--- src/rtl/ysyx_210544_mem_stage_pkg.sv ---
// ysyx_210544_mem_stage_pkg: shared opcodes, size codes, FSM states and helpers for the memory stage
package ysyx_210544_mem_stage_pkg;

    localparam logic [7:0] OP_LB  = 8'h10;
    localparam logic [7:0] OP_LH  = 8'h11;
    localparam logic [7:0] OP_LW  = 8'h12;
    localparam logic [7:0] OP_LD  = 8'h13;
    localparam logic [7:0] OP_LBU = 8'h14;
    localparam logic [7:0] OP_LHU = 8'h15;
    localparam logic [7:0] OP_LWU = 8'h16;
    localparam logic [7:0] OP_SB  = 8'h18;
    localparam logic [7:0] OP_SH  = 8'h19;
    localparam logic [7:0] OP_SW  = 8'h1a;
    localparam logic [7:0] OP_SD  = 8'h1b;

    localparam logic [1:0] SZ_B = 2'd0;
    localparam logic [1:0] SZ_H = 2'd1;
    localparam logic [1:0] SZ_W = 2'd2;
    localparam logic [1:0] SZ_D = 2'd3;

    typedef enum logic [1:0] {
        S_IDLE   = 2'd0,
        S_ACCESS = 2'd1,
        S_DONE   = 2'd2
    } state_e;

    typedef struct packed {
        logic [7:0]  opcode;
        logic [63:0] pc;
        logic [31:0] inst;
        logic [63:0] op1;
        logic [63:0] op2;
        logic [63:0] op3;
        logic [4:0]  rd;
        logic        rd_wen;
        logic [63:0] rd_wdata;
    } mem_lat_t;

    function automatic logic is_load(input logic [7:0] op);
        return op inside {OP_LB, OP_LH, OP_LW, OP_LD, OP_LBU, OP_LHU, OP_LWU};
    endfunction

    function automatic logic is_store(input logic [7:0] op);
        return op inside {OP_SB, OP_SH, OP_SW, OP_SD};
    endfunction

    function automatic logic is_unsigned(input logic [7:0] op);
        return op inside {OP_LBU, OP_LHU, OP_LWU};
    endfunction

    function automatic logic [1:0] op_size(input logic [7:0] op);
        return (op inside {OP_LB, OP_LBU, OP_SB}) ? SZ_B :
               (op inside {OP_LH, OP_LHU, OP_SH}) ? SZ_H :
               (op inside {OP_LW, OP_LWU, OP_SW}) ? SZ_W : SZ_D;
    endfunction

    function automatic logic [7:0] size_mask(input logic [1:0] sz);
        return sz == SZ_B ? 8'h01 : sz == SZ_H ? 8'h03 : sz == SZ_W ? 8'h0f : 8'hff;
    endfunction

endpackage

--- src/rtl/ysyx_210544_memU.sv ---
// ysyx_210544_memU: combinational store lane alignment and load extract/extend
module ysyx_210544_memU
    import ysyx_210544_mem_stage_pkg::*;
(
    input  logic [7:0]  opcode,
    input  logic [2:0]  off,
    input  logic [63:0] op3,
    input  logic [63:0] rdata,
    output logic [1:0]  size,
    output logic [7:0]  wstrb,
    output logic [63:0] wdata,
    output logic [63:0] ldata
);
    logic [5:0]  sh;
    logic [63:0] sft;
    logic        sx;
    always_comb begin
        size  = op_size(opcode);
        sh    = {off, 3'b000};
        wstrb = size_mask(size) << off;
        wdata = op3 << sh;
        sft   = rdata >> sh;
        sx    = ~is_unsigned(opcode);
        ldata = size == SZ_B ? {{56{sft[7] & sx}}, sft[7:0]} :
                size == SZ_H ? {{48{sft[15] & sx}}, sft[15:0]} :
                size == SZ_W ? {{32{sft[31] & sx}}, sft[31:0]} : sft;
    end
endmodule

--- src/rtl/ysyx_210544_mem_stage.sv ---
// ysyx_210544_mem_stage: memory-access stage FSM bridging execute, data port and write-back
module ysyx_210544_mem_stage
    import ysyx_210544_mem_stage_pkg::*;
(
    input  logic        clk,
    input  logic        rst,
    input  logic        i_mem_executed_req,
    output logic        o_mem_executed_ack,
    output logic        o_mem_memoryed_req,
    input  logic        i_mem_memoryed_ack,
    input  logic [7:0]  i_mem_inst_opcode,
    input  logic [63:0] i_mem_pc,
    input  logic [31:0] i_mem_inst,
    input  logic [63:0] i_mem_op1,
    input  logic [63:0] i_mem_op2,
    input  logic [63:0] i_mem_op3,
    input  logic [4:0]  i_mem_rd,
    input  logic        i_mem_rd_wen,
    input  logic [63:0] i_mem_rd_wdata,
    output logic        o_dmem_req,
    input  logic        i_dmem_ack,
    output logic        o_dmem_wen,
    output logic [63:0] o_dmem_addr,
    output logic [1:0]  o_dmem_size,
    output logic [7:0]  o_dmem_wstrb,
    output logic [63:0] o_dmem_wdata,
    input  logic [63:0] i_dmem_rdata,
    output logic [63:0] o_mem_pc,
    output logic [31:0] o_mem_inst,
    output logic [4:0]  o_mem_rd,
    output logic        o_mem_rd_wen,
    output logic [63:0] o_mem_rd_wdata
);
    state_e      state_q, state_d;
    mem_lat_t    lat_q, lat_d;
    logic        accept, acc, done;
    logic [63:0] addr, wdata, ldata;
    logic [1:0]  size;
    logic [7:0]  wstrb;

    ysyx_210544_memU u_memu (
        .opcode (lat_q.opcode),
        .off    (addr[2:0]),
        .op3    (lat_q.op3),
        .rdata  (i_dmem_rdata),
        .size   (size),
        .wstrb  (wstrb),
        .wdata  (wdata),
        .ldata  (ldata)
    );

    always_comb begin
        accept  = i_mem_executed_req & (state_q == S_IDLE);
        state_d = state_q;
        lat_d   = lat_q;
        if (accept) begin
            lat_d.opcode   = i_mem_inst_opcode;
            lat_d.pc       = i_mem_pc;
            lat_d.inst     = i_mem_inst;
            lat_d.op1      = i_mem_op1;
            lat_d.op2      = i_mem_op2;
            lat_d.op3      = i_mem_op3;
            lat_d.rd       = i_mem_rd;
            lat_d.rd_wen   = i_mem_rd_wen & ~is_store(i_mem_inst_opcode);
            lat_d.rd_wdata = i_mem_rd_wdata;
            state_d        = (is_load(i_mem_inst_opcode) | is_store(i_mem_inst_opcode)) ? S_ACCESS : S_DONE;
        end else if (state_q == S_ACCESS && i_dmem_ack) begin
            state_d        = S_DONE;
            lat_d.rd_wdata = is_load(lat_q.opcode) ? ldata : lat_q.rd_wdata;
        end else if (state_q == S_DONE && i_mem_memoryed_ack) begin
            state_d = S_IDLE;
        end
    end

    always_ff @(posedge clk) begin
        if (rst) begin
            state_q <= S_IDLE;
            lat_q   <= '0;
        end else begin
            state_q <= state_d;
            lat_q   <= lat_d;
        end
    end

    assign addr               = lat_q.op1 + lat_q.op2;
    assign acc                = state_q == S_ACCESS;
    assign done               = state_q == S_DONE;
    assign o_mem_executed_ack = state_q == S_IDLE;
    assign o_mem_memoryed_req = done;
    assign o_dmem_req         = acc;
    assign o_dmem_wen         = acc & is_store(lat_q.opcode);
    assign o_dmem_addr        = acc ? addr : '0;
    assign o_dmem_size        = acc ? size : '0;
    assign o_dmem_wstrb       = o_dmem_wen ? wstrb : '0;
    assign o_dmem_wdata       = o_dmem_wen ? wdata : '0;
    assign o_mem_pc           = done ? lat_q.pc : '0;
    assign o_mem_inst         = done ? lat_q.inst : '0;
    assign o_mem_rd           = done ? lat_q.rd : '0;
    assign o_mem_rd_wen       = done & lat_q.rd_wen;
    assign o_mem_rd_wdata     = done ? lat_q.rd_wdata : '0;
endmodule

--- config.mk ---
export PLATFORM = sky130hd
export DESIGN_NAME = ysyx_210544_mem_stage
export DESIGN_NICKNAME = d
export VERILOG_FILES = /design/src/rtl/ysyx_210544_mem_stage_pkg.sv /design/src/rtl/ysyx_210544_memU.sv /design/src/rtl/ysyx_210544_mem_stage.sv
export SDC_FILE = /design/constraint.sdc
export NUM_CORES = 1
export LEC_CHECK = 0
export ABC_AREA = 0
export BUFFER_PORTS_ARGS = -buffer_cell sky130_fd_sc_hd__buf_4
export CAP_MARGIN = 20
export CORE_AREA = 3 3 288 290
export DETAILED_ROUTE_END_ITERATION = 7
export DIE_AREA = 0 0 291 293
export PLACE_DENSITY_LB_ADDON = 0.2
export SLEW_MARGIN = 30
export SYNTH_ARGS = -nofsm -noshare
export SYNTH_HDL_FRONTEND = slang
export SYNTH_SLANG_ARGS = --single-unit
--- constraint.sdc ---
create_clock -name clk -period 4.15 [get_ports clk]
set_input_delay 0.83 -clock clk [delete_from_list [all_inputs] [get_ports clk]]
set_output_delay 0.83 -clock clk [all_outputs]
set_load 0.1 [all_outputs]
Yosys cells after proc, flatten, opt, wreduce, memory -nomap -nowiden

Index checks and enable logic that the tools add are counted.

Input port bits: 435
Flip-flop bits (word level): 368

Reductions and logical operators: 16
Add/subtract/negate cells: 1
Shifts and indexed selects: 3
Bitwise gates (word level): 10
Mux-type cells: 24
Equal/unequal tests: 26

Operators by type and width:

| kind                                                                   | count |
|---|---|
| 64-bit two-way mux                                                     | 10 |
| 8-bit by 5-bit equality test with 1-bit output (second input constant) | 22 |
| 64-bit adder                                                           | 1 |
| 64-bit by 6-bit << shifter with 64-bit output                          | 1 |
| 64-bit by 6-bit >> shifter with 64-bit output                          | 1 |
| 32-bit two-way mux                                                     | 1 |
| 8-bit two-way mux                                                      | 4 |
| 3-bit nonzero test                                                     | 5 |
| 2-bit two-way mux                                                      | 7 |
| 7-bit nonzero test                                                     | 2 |
| 4-bit nonzero test                                                     | 2 |
| 8-bit by 3-bit << shifter with 8-bit output                            | 1 |
| 1-bit bitwise AND                                                      | 7 |
| 5-bit two-way mux                                                      | 1 |
| 2-bit by 1-bit equality test with 1-bit output (second input constant) | 2 |
| 2-bit equality test (second input constant)                            | 2 |
| 2-bit zero test                                                        | 2 |
| 2-bit nonzero test                                                     | 2 |
| 1-bit logical AND                                                      | 2 |
| 1-bit inverter                                                         | 2 |
| 2-bit AND reduction                                                    | 1 |
| 1-bit two-way mux                                                      | 1 |
| 1-bit OR                                                               | 1 |

Logic depth before layout (Yosys ltp)

Gate-level depths: netlist of run 1.

Depth after elaboration: 12
Mapped depth: 15
Mapped depth without buffers: 12

Hierarchy

A second synthesis of run 1 with hierarchy kept.

Cell total of the unflattened synthesis: 3199
Area, all modules: 22806.9 um^2

Modules (own cells, without submodules):

| module                | area each (um^2) | seq. area each (um^2) | instances | cells each |
|---|---|---|---|---|
| ysyx_210544_mem_stage | 18791.8          | 7367.1                | 1         | 2607 |
| ysyx_210544_memU      | 4015.1           | 0.0                   | 1         | 592 |

Worst setup path after synthesis of run 1

No wires, ideal clock.

Kind: register to output
From: register lat_q[134] (netlist name)
To: output o_dmem_wstrb[6]
Cell stages (with the launch flop): 11
Data arrival time: 5008 ps
Required time: 3320 ps
Path slack: -1688 ps
Path through: dfxtp_1 ha_1 inv_1 fa_1 clkbuf_1 buf_2 clkbuf_1 clkbuf_1 clkbuf_1 o21ai_0 a221oi_1

Longest elaborated chain between the ends: 3

Ends and longest elaborated chain:

| element                                     | RTL line                    | RTL |
|---|---|---|
| from (decl)                                 | ysyx_210544_mem_stage.sv:35 | `mem_lat_t lat_q, lat_d;` |
| from (signal assigned)                      | ysyx_210544_mem_stage.sv:81 | `lat_q <= lat_d;` |
| 64-bit adder                                | ysyx_210544_mem_stage.sv:85 | `assign addr = lat_q.op1 + lat_q.op2;` |
| 8-bit by 3-bit << shifter with 8-bit output | ysyx_210544_memU.sv:20      | `wstrb = size_mask(size) << off;` |
| 8-bit two-way mux                           | ysyx_210544_mem_stage.sv:94 | `assign o_dmem_wstrb = o_dmem_wen ? wstrb : '0;` |
| to (decl)                                   | ysyx_210544_mem_stage.sv:25 | `output logic [7:0] o_dmem_wstrb,` |

No other way between the ends.

Worst setup path in the final report of run 1

From: register lat_q[232] (netlist name)
To: output o_dmem_addr[62]

Longest elaborated chain between the ends: 2

Ends and longest elaborated chain:

| element            | RTL line                    | RTL |
|---|---|---|
| 64-bit adder       | ysyx_210544_mem_stage.sv:85 |  |
| 64-bit two-way mux | ysyx_210544_mem_stage.sv:92 | `assign o_dmem_addr = acc ? addr : '0;` |
| to (decl)          | ysyx_210544_mem_stage.sv:23 | `output logic [63:0] o_dmem_addr,` |

No other way between the ends.

==> metrics.md, run 1 <==
| Metric | Value |
|---|---|
| Synth Area per Inst | 7.21 sq um |
| Post-Syn Area | 0.0222 sq mm |
| Hold Fails Final Rpt | 0 |
| Asr flop ratio synth | 0% |
| Core Region | 0.0805 sq mm |
| Worst setup path startpoint | lat_q[232]$_SDFFE_PP0P_ |
| Most frequent cells in the layout | buf_4, nand2_1, a21oi_1, dfxtp_1, and2_1 |
| DRT Pass-1 Iters | 5 |
| HP Class | reg -> reg |
| Post-route DRC | 0 |
| DR vias | 24,900 |
| Worst-path maximum fanout | 2 |
| Area share of the largest cell type after synthesis | 33.2% |
| Worst slew margin | 41.8% |
| Wire per inst | 22.3 microns |
| Sequential Area | between 0.007 and 0.008 sq mm |
| Initial antenna violation count | 9 |
| Top_reg_cell synth | dfxtp_1 |
| Crit share post-route | 110% |
| Die X | ~290 microns |
| Fin nets | 4,291 |
| Critical path data required time | ~3.3 ns |
| Startpoint types | flip-flop |
| Max Freq | 0.219 GHz |
| Post-synthesis sequential area ratio | roughly a third |
| Largest net degree at the start of global routing | 168 |
| Fin worst setup slack | -0.416 ns |
| Fin. max-slew vios | 0 |
| CTS Sinks | 368 |
| Crit. End Element | output port |
| Violated checks | negative setup slack |
| Syn nets | between 3,000 and 4,000 |
| Finished Core Util | 42.0% |
| Worst-margin pin slew | 0.873 ns |
| Die area | 0.0853 sq mm |
| Layout area overhead | 52.5% |
| Cts bufs inserted | 47 |
| Via-per-instance ratio | 5.08 |
| Yosys warnings | 0 |
| Routed wire length | 109 mm |
| GR Overflow Total | 0 |
| Clk_skew | 0.0154 ns |
| Die Y | 293 microns |
| Tmin final | 4.57 ns |
| Ranking of synthesized cells by area | dfxtp_1, nand2_1, a21oi_1 |
| Post-Synthesis Cells | between 3,000 and 4,000 |
| Gr usage total | 24.2% |
| Synth cell types | between 70 and 80 |
| Antenna Nets Post-Route | 0 |
| Commonest non-fill, non-tap cell in the layout | buf_4 |
| Clock slew at reported path FFs | 0.06 ns |
| LEAKAGE | 14.2 nW |
| # setup viols final | 29 |
| Multi-input gate area | 0.0155 sq mm |
| Clk Latency, worst-skew pair | between 0.5 and 0.6 ns |
| Max clock buf depth | 3 |
| First-pass GRT wire length | between 150 and 200 mm |
| Critical path class | reg -> out |
| Root buffer cell | clkbuf_16 |
| Vias in the first global route | 24,500 |
| Placer Congestion | around 0.94 |
| Hold path start | lat_q[298]$_SDFFE_PP0P_ |
| Boundary Pins | 743 |
| Hold Path Cell Cnt | 2 |
| Reg2reg start | lat_q[134]$_SDFFE_PP0P_ |
| Status | complete, but fails checks |
| Synth area leader | dfxtp_1 |
| RSZ-0062 raised after global routing | yes |
| Share of layout cells above drive strength 1 | 34.2% |
| TritonCTS clock tree | built |
| Total power | 11.6 mW |
| Fill cell count | 8,414 |
| Rows | 104 |
| PortBufs | roughly 740 |
| DRT iter0 DRCs | about 1,500 |
| Power per cell area | around 340 mW/mm^2 |
| Post-DP HPWL | 83.3 mm |
| EDFF count, synth | 0 |
| R2R depth | 14 |
| Worst vdd rail ir drop | 0.000255 V |
| Max-cap violations | 0 |
| Initial Utilization | 27.6% |
| Number of synthesized register bits | 368 |
| H-tree level count | 2 |
| Critical Path AT | around 3.7 ns |
==> worst max-delay path, cell delays in order, from the launching register on <==
cell      delay (ns)
dfxtp_2         0.33
ha_4            0.27
nand4_1         0.16
or3_4           0.37
or3_4           0.33
or2_0           0.26
or3_1           0.41
o211a_1         0.23
o221ai_1        0.15
buf_4           0.16
mux2i_4         0.27
buf_12          0.21
==> metrics by stage <==
stage	hold slack [ns]	TNS [ns]	setup slack (ns)	instances	instance area, sq um
3_3_place_gp	0.438	-0.0490	-0.0295	4763	30200
3_5_place_dp	0.442	-0.0437	-0.0305	4763	30200
6_report	0.449	-5.60	-0.416	4895	33900
5_1_grt	0.457	-10.86	-0.553	4895	33900
2_1_floorplan	0.427	-0.0631	-0.0631	3081	22900
4_1_cts	0.432	-5.79	-0.517	4870	33100
==> sequential cells by signal, summed over array words and instances (netlist names) <==
register  count
lat_q       366
state_q       2
==> logic make-up after synthesis <==
| family | after synthesis | synth area share (%) |
|---|---|---|
| buffers and inverters | 283 | 5.05 |
| AO/OA/AOI/OAI | 839 | 21.6 |
| multiplexers | 118 | 6.97 |
| flip-flops | 368 | 33.2 |
| XOR/XNOR | 50 | 1.97 |
| adder cells (fa/ha/maj) | 64 | 3.64 |
| AND/OR/NAND/NOR | 1359 | 27.6 |
==> worst paths after layout <==
path / to / slack (ns)
max: o_dmem_addr[62] / -0.42
min: lat_q[298]$_SDFFE_PP0P_ / 0.45
max reg2reg: lat_q[35]$_SDFFE_PP0P_ / 0.23
min reg2reg: lat_q[298]$_SDFFE_PP0P_ / 0.45
==> power by group <==
group	switching [mW]	internal [mW]	leakage, nW
clock	1.75	2.60	0.810
sequential	0.160	3.78	3.04
combinational	2.01	1.26	10.4
==> cells in the mapped netlist (all sizes together) (4+ instances only) <==
master,instances
clkbuf,233
or3,57
o21ai,157
nor2b,23
ha,63
nor2,157
and2,170
buf,20
nand4,21
nand2,781
a21oi,460
nor4,9
a31o,5
xor2,22
mux2i,68
nand3,25
nor3,37
nand2b,11
and4,4
a21o,25
a211o,8
inv,27
a31oi,11
mux2,23
o21bai,18
o21a,6
a211oi,83
o31ai,6
dfxtp,368
xnor2,28
nor3b,5
o211ai,32
mux4,27
and3,49
==> timing repair <==
action	4_1_cts	5_1_grt
pin swaps	64	59
cloned	1	2
setup buffers	21	21
gates resized for setup	227	113
hold buffers	0	0
setup endpoints to repair	84	81
==> routing by layer <==
| layer | part of all wire (%) | up-vias | GRT usage, % |
|---|---|---|---|
| met4 | 2.4 | 2 | 5.91 |
| met1 | 43 | 11900 | 31.6 |
| met5 | 0.018 | - | 0 |
| met3 | 6.3 | 141 | 4.81 |
| li1 | - | 12000 | - |
| met2 | 48 | 787 | 40.9 |
==> area by class of cell <==
type / instances / share of cell area [%]
inverter: 27 / 0.299
clock buffer: 66 / 4.01
multi-input combinational: 2430 / 45.7
clock inverter: 20 / 0.798
sequential: 368 / 21.8
timing repair buffer: 918 / 23.4
antenna: 6 / 0.0443
tap: 1060 / 3.92
Power figures use the tool's default switching activity.
==> run 2: changes to the inputs <==
==> constraint.sdc (replaced) <==
create_clock -name clk -period 3.8 [get_ports clk]
set_input_delay 0.76 -clock clk [delete_from_list [all_inputs] [get_ports clk]]
set_output_delay 0.76 -clock clk [all_outputs]
set_load 0.1 [all_outputs]
==> run 2 against run 1 <==
Net effect:
- the flow still finishes with violations (negative setup slack)
- sequential share of layout area shrank 1.7 points
- largest power group unchanged
- critical path depth increased by 2
- design area increased by 8.6%
- largest cell class unchanged
- clock power is 13% higher
- non-clock buffer count up 96
- highest routed layer unchanged
- first-iteration DRC count increased by 27%
- critical endpoint is now o_dmem_addr[56]
==> metrics.md, run 2 (same netlist as run 1, synthesis figures left out) <==
| Metric | Value |
|---|---|
| Share of layout cells above drive strength 1 | 38.5% |
| H-tree level count | 2 |
| Die area | about 0.085 sq mm |
| Clock slew at reported path FFs | 0.06 ns |
| GR Overflow Total | 0 |
| DRT Pass-1 Iters | 5 |
| PortBufs | 742 |
| Largest Register | lat_q |
| Crit-path cells | ha_4 -> inv_2 -> fa_4 -> nor2b_4 -> o2111ai_2 -> a21oi_2 -> a31oi_4 -> o21ai_4 -> a31oi_4 -> o21a_1 -> o41ai_4 -> mux2i_4 -> buf_12 |
| Status | complete, but fails checks |
| Most frequent cells in the layout | buf_4, nand2_1, a21oi_1, dfxtp_1, and2_1 |
| Hold Path Cell Cnt | 3 |
| Worst-margin pin slew | 0.970 ns |
| DR vias | 25,600 |
| Wire per inst | 23.1 microns |
| Critical Path AT | 3.82 ns |
| Post-DP HPWL | between 80 and 90 mm |
| TritonCTS clock tree | built |
| Placed Cells | 4,806 |
| Bufs and invs on worst path | 2 |
| Startpoint types | flip-flop |
| Die X | 291 microns |
| Hold Fails Final Rpt | 0 |
| Layout area overhead | 65.6% |
| # setup viols final | 97 |
| CP peak stage delay | 0.46 ns |
| Clk Latency, worst-skew pair | between 0.5 and 0.6 ns |
| Antenna Nets Post-Route | 0 |
| LEAKAGE | 15.2 nW |
| Commonest non-fill, non-tap cell in the layout | buf_4 |
| Worst vdd rail ir drop | 0.000302 V |
| Via-per-instance ratio | 5.13 |
| Rows | 104 |
| Crit. End Element | output port |
| Worst slew margin | 35.3% |
| Crit share post-route | 120% |
| R2R depth | 17 |
| Worst-path maximum fanout | 2 |
| Fin worst setup slack | -0.775 ns |
| Placer Congestion | 0.926 |
| Hold Buf Count CTS | 0 |
| CP Depth | 13 |
| Final cell count without fillers | 4,996 |
| CTS Sinks | between 300 and 400 |
| Max Freq | 0.219 GHz |
| Max clock buf depth | 3 |
| Most used cell, CP | a31oi_4 |
| Violated checks | negative setup slack |
| First-pass GRT wire length | 168 mm |
| Critical path class | reg -> out |
| Fin nets | 4,389 |
| Largest net degree at the start of global routing | 140 |
| RSZ-0062 raised after global routing | yes |
| Post-route DRC | 0 |
| Die Y | about 300 microns |
| Critical path data required time | just over 3 ns |
| Boundary Pins | 743 |
| Max-cap violations | 0 |
| Core Region | 0.0805 sq mm |
| Fin. max-slew vios | 0 |
| Tmin final | 4.58 ns |
| HP Class | in -> reg |
| Cts bufs inserted | 48 |
| DRT iter0 DRCs | between 1,500 and 2,000 |
| Initial Utilization | 27.6% |
| Clk_skew | 0.0141 ns |
| Largest regs | lat_q: 366 flops, state_q: 2 flops |
| Initial antenna violation count | 10 |
| Worst slack, placed | -0.388 ns |
| Routed wire length | 115 mm |
| Slowest cell on crit path | fa_4 |
| Power per cell area | roughly 360 mW/mm^2 |
| Root buffer cell | clkbuf_16 |
| CP delay by family, top | compound AO/OA/AOI/OAI gates |
| Vias in the first global route | between 20,000 and 30,000 |
| Gr usage total | between 20% and 30% |
| Max reg flops | 366 |
-- run 2: cell count changes in the layout (fill, tap and decap cells not counted), moves of 15 or more --
cell,delta
nor2_1,-17
buf_4,-26
buf_6,+20
and3_2,-15
buf_12,+84
and3_4,+24
a21oi_1,-16
-- run 2: timing repair --
action                                  in CTS  in global routing
resized for setup                          624                137
setup buffers                               76                 22
gates cloned                                16                  1
endpoints found under the setup margin     123                172
pin swaps                                  153                107
-- run 2: area by class of cell --
cell class / count / area, sq um
Clock inverter: 21 / 293
Clock buffer: 66 / 1380
Multi-Input combinational cell: 2431 / 16300
Fill cell: 8032 / 43800
Antenna cell: 9 / 22.5
Tap cell: 1060 / 1330
Inverter: 27 / 105
Sequential cell: 368 / 7390
Timing Repair Buffer: 1014 / 9970
-- run 2: worst paths after layout --
kind	startpoint	to	slack, ns
hold / removal	i_mem_rd_wdata[7]	lat_q[7]$_SDFFE_PP0P_	0.41
setup / recovery	lat_q[134]$_SDFFE_PP0P_	o_dmem_addr[56]	-0.78
setup reg to reg	lat_q[134]$_SDFFE_PP0P_	lat_q[43]$_SDFFE_PP0P_	0.12
hold reg to reg	lat_q[316]$_SDFFE_PP0P_	lat_q[316]$_SDFFE_PP0P_	0.45
-- run 2: tightest hold or removal path, delay by kind of cell --
kind | cells | cell delay (ns)
compound gates | 1 | 0.05
buf+inv | 1 | 0.08
simple gates | 1 | 0.07
-- run 2: stage by stage --
step | power [mW] | setup TNS [ns] | area, sq um | util [%] | hold slack, ns
2_1_floorplan | 6.45 | -0.608 | 23300 | - | 0.427
3_3_place_gp | 7.82 | -2.10 | 30800 | 38.2 | 0.438
3_5_place_dp | 7.83 | -2.29 | 30800 | 38.2 | 0.442
4_1_cts | 13.3 | -29.20 | 36100 | 44.9 | 0.368
5_1_grt | 13.9 | -33.62 | 36800 | 45.6 | 0.392
6_report | 13.3 | -23.05 | 36800 | 45.7 | 0.411
-- run 2: power breakdown --
group | internal, mW | leakage [nW] | total [mW] | switching, mW
registers | 4.12 | 3.04 | 4.30 | 0.177
logic | 1.72 | 11.3 | 4.12 | 2.40
clock network | 3.00 | 0.825 | 4.91 | 1.91
-- run 2: layer usage --
| layer | wire [microns] | GRT usage, % |
|---|---|---|
| met1 | 48900 | 32.8 |
| met2 | 55200 | 42.8 |
| met3 | 7560 | 5.53 |
| met4 | 3410 | 7.99 |
| met5 | 40 | 0 |
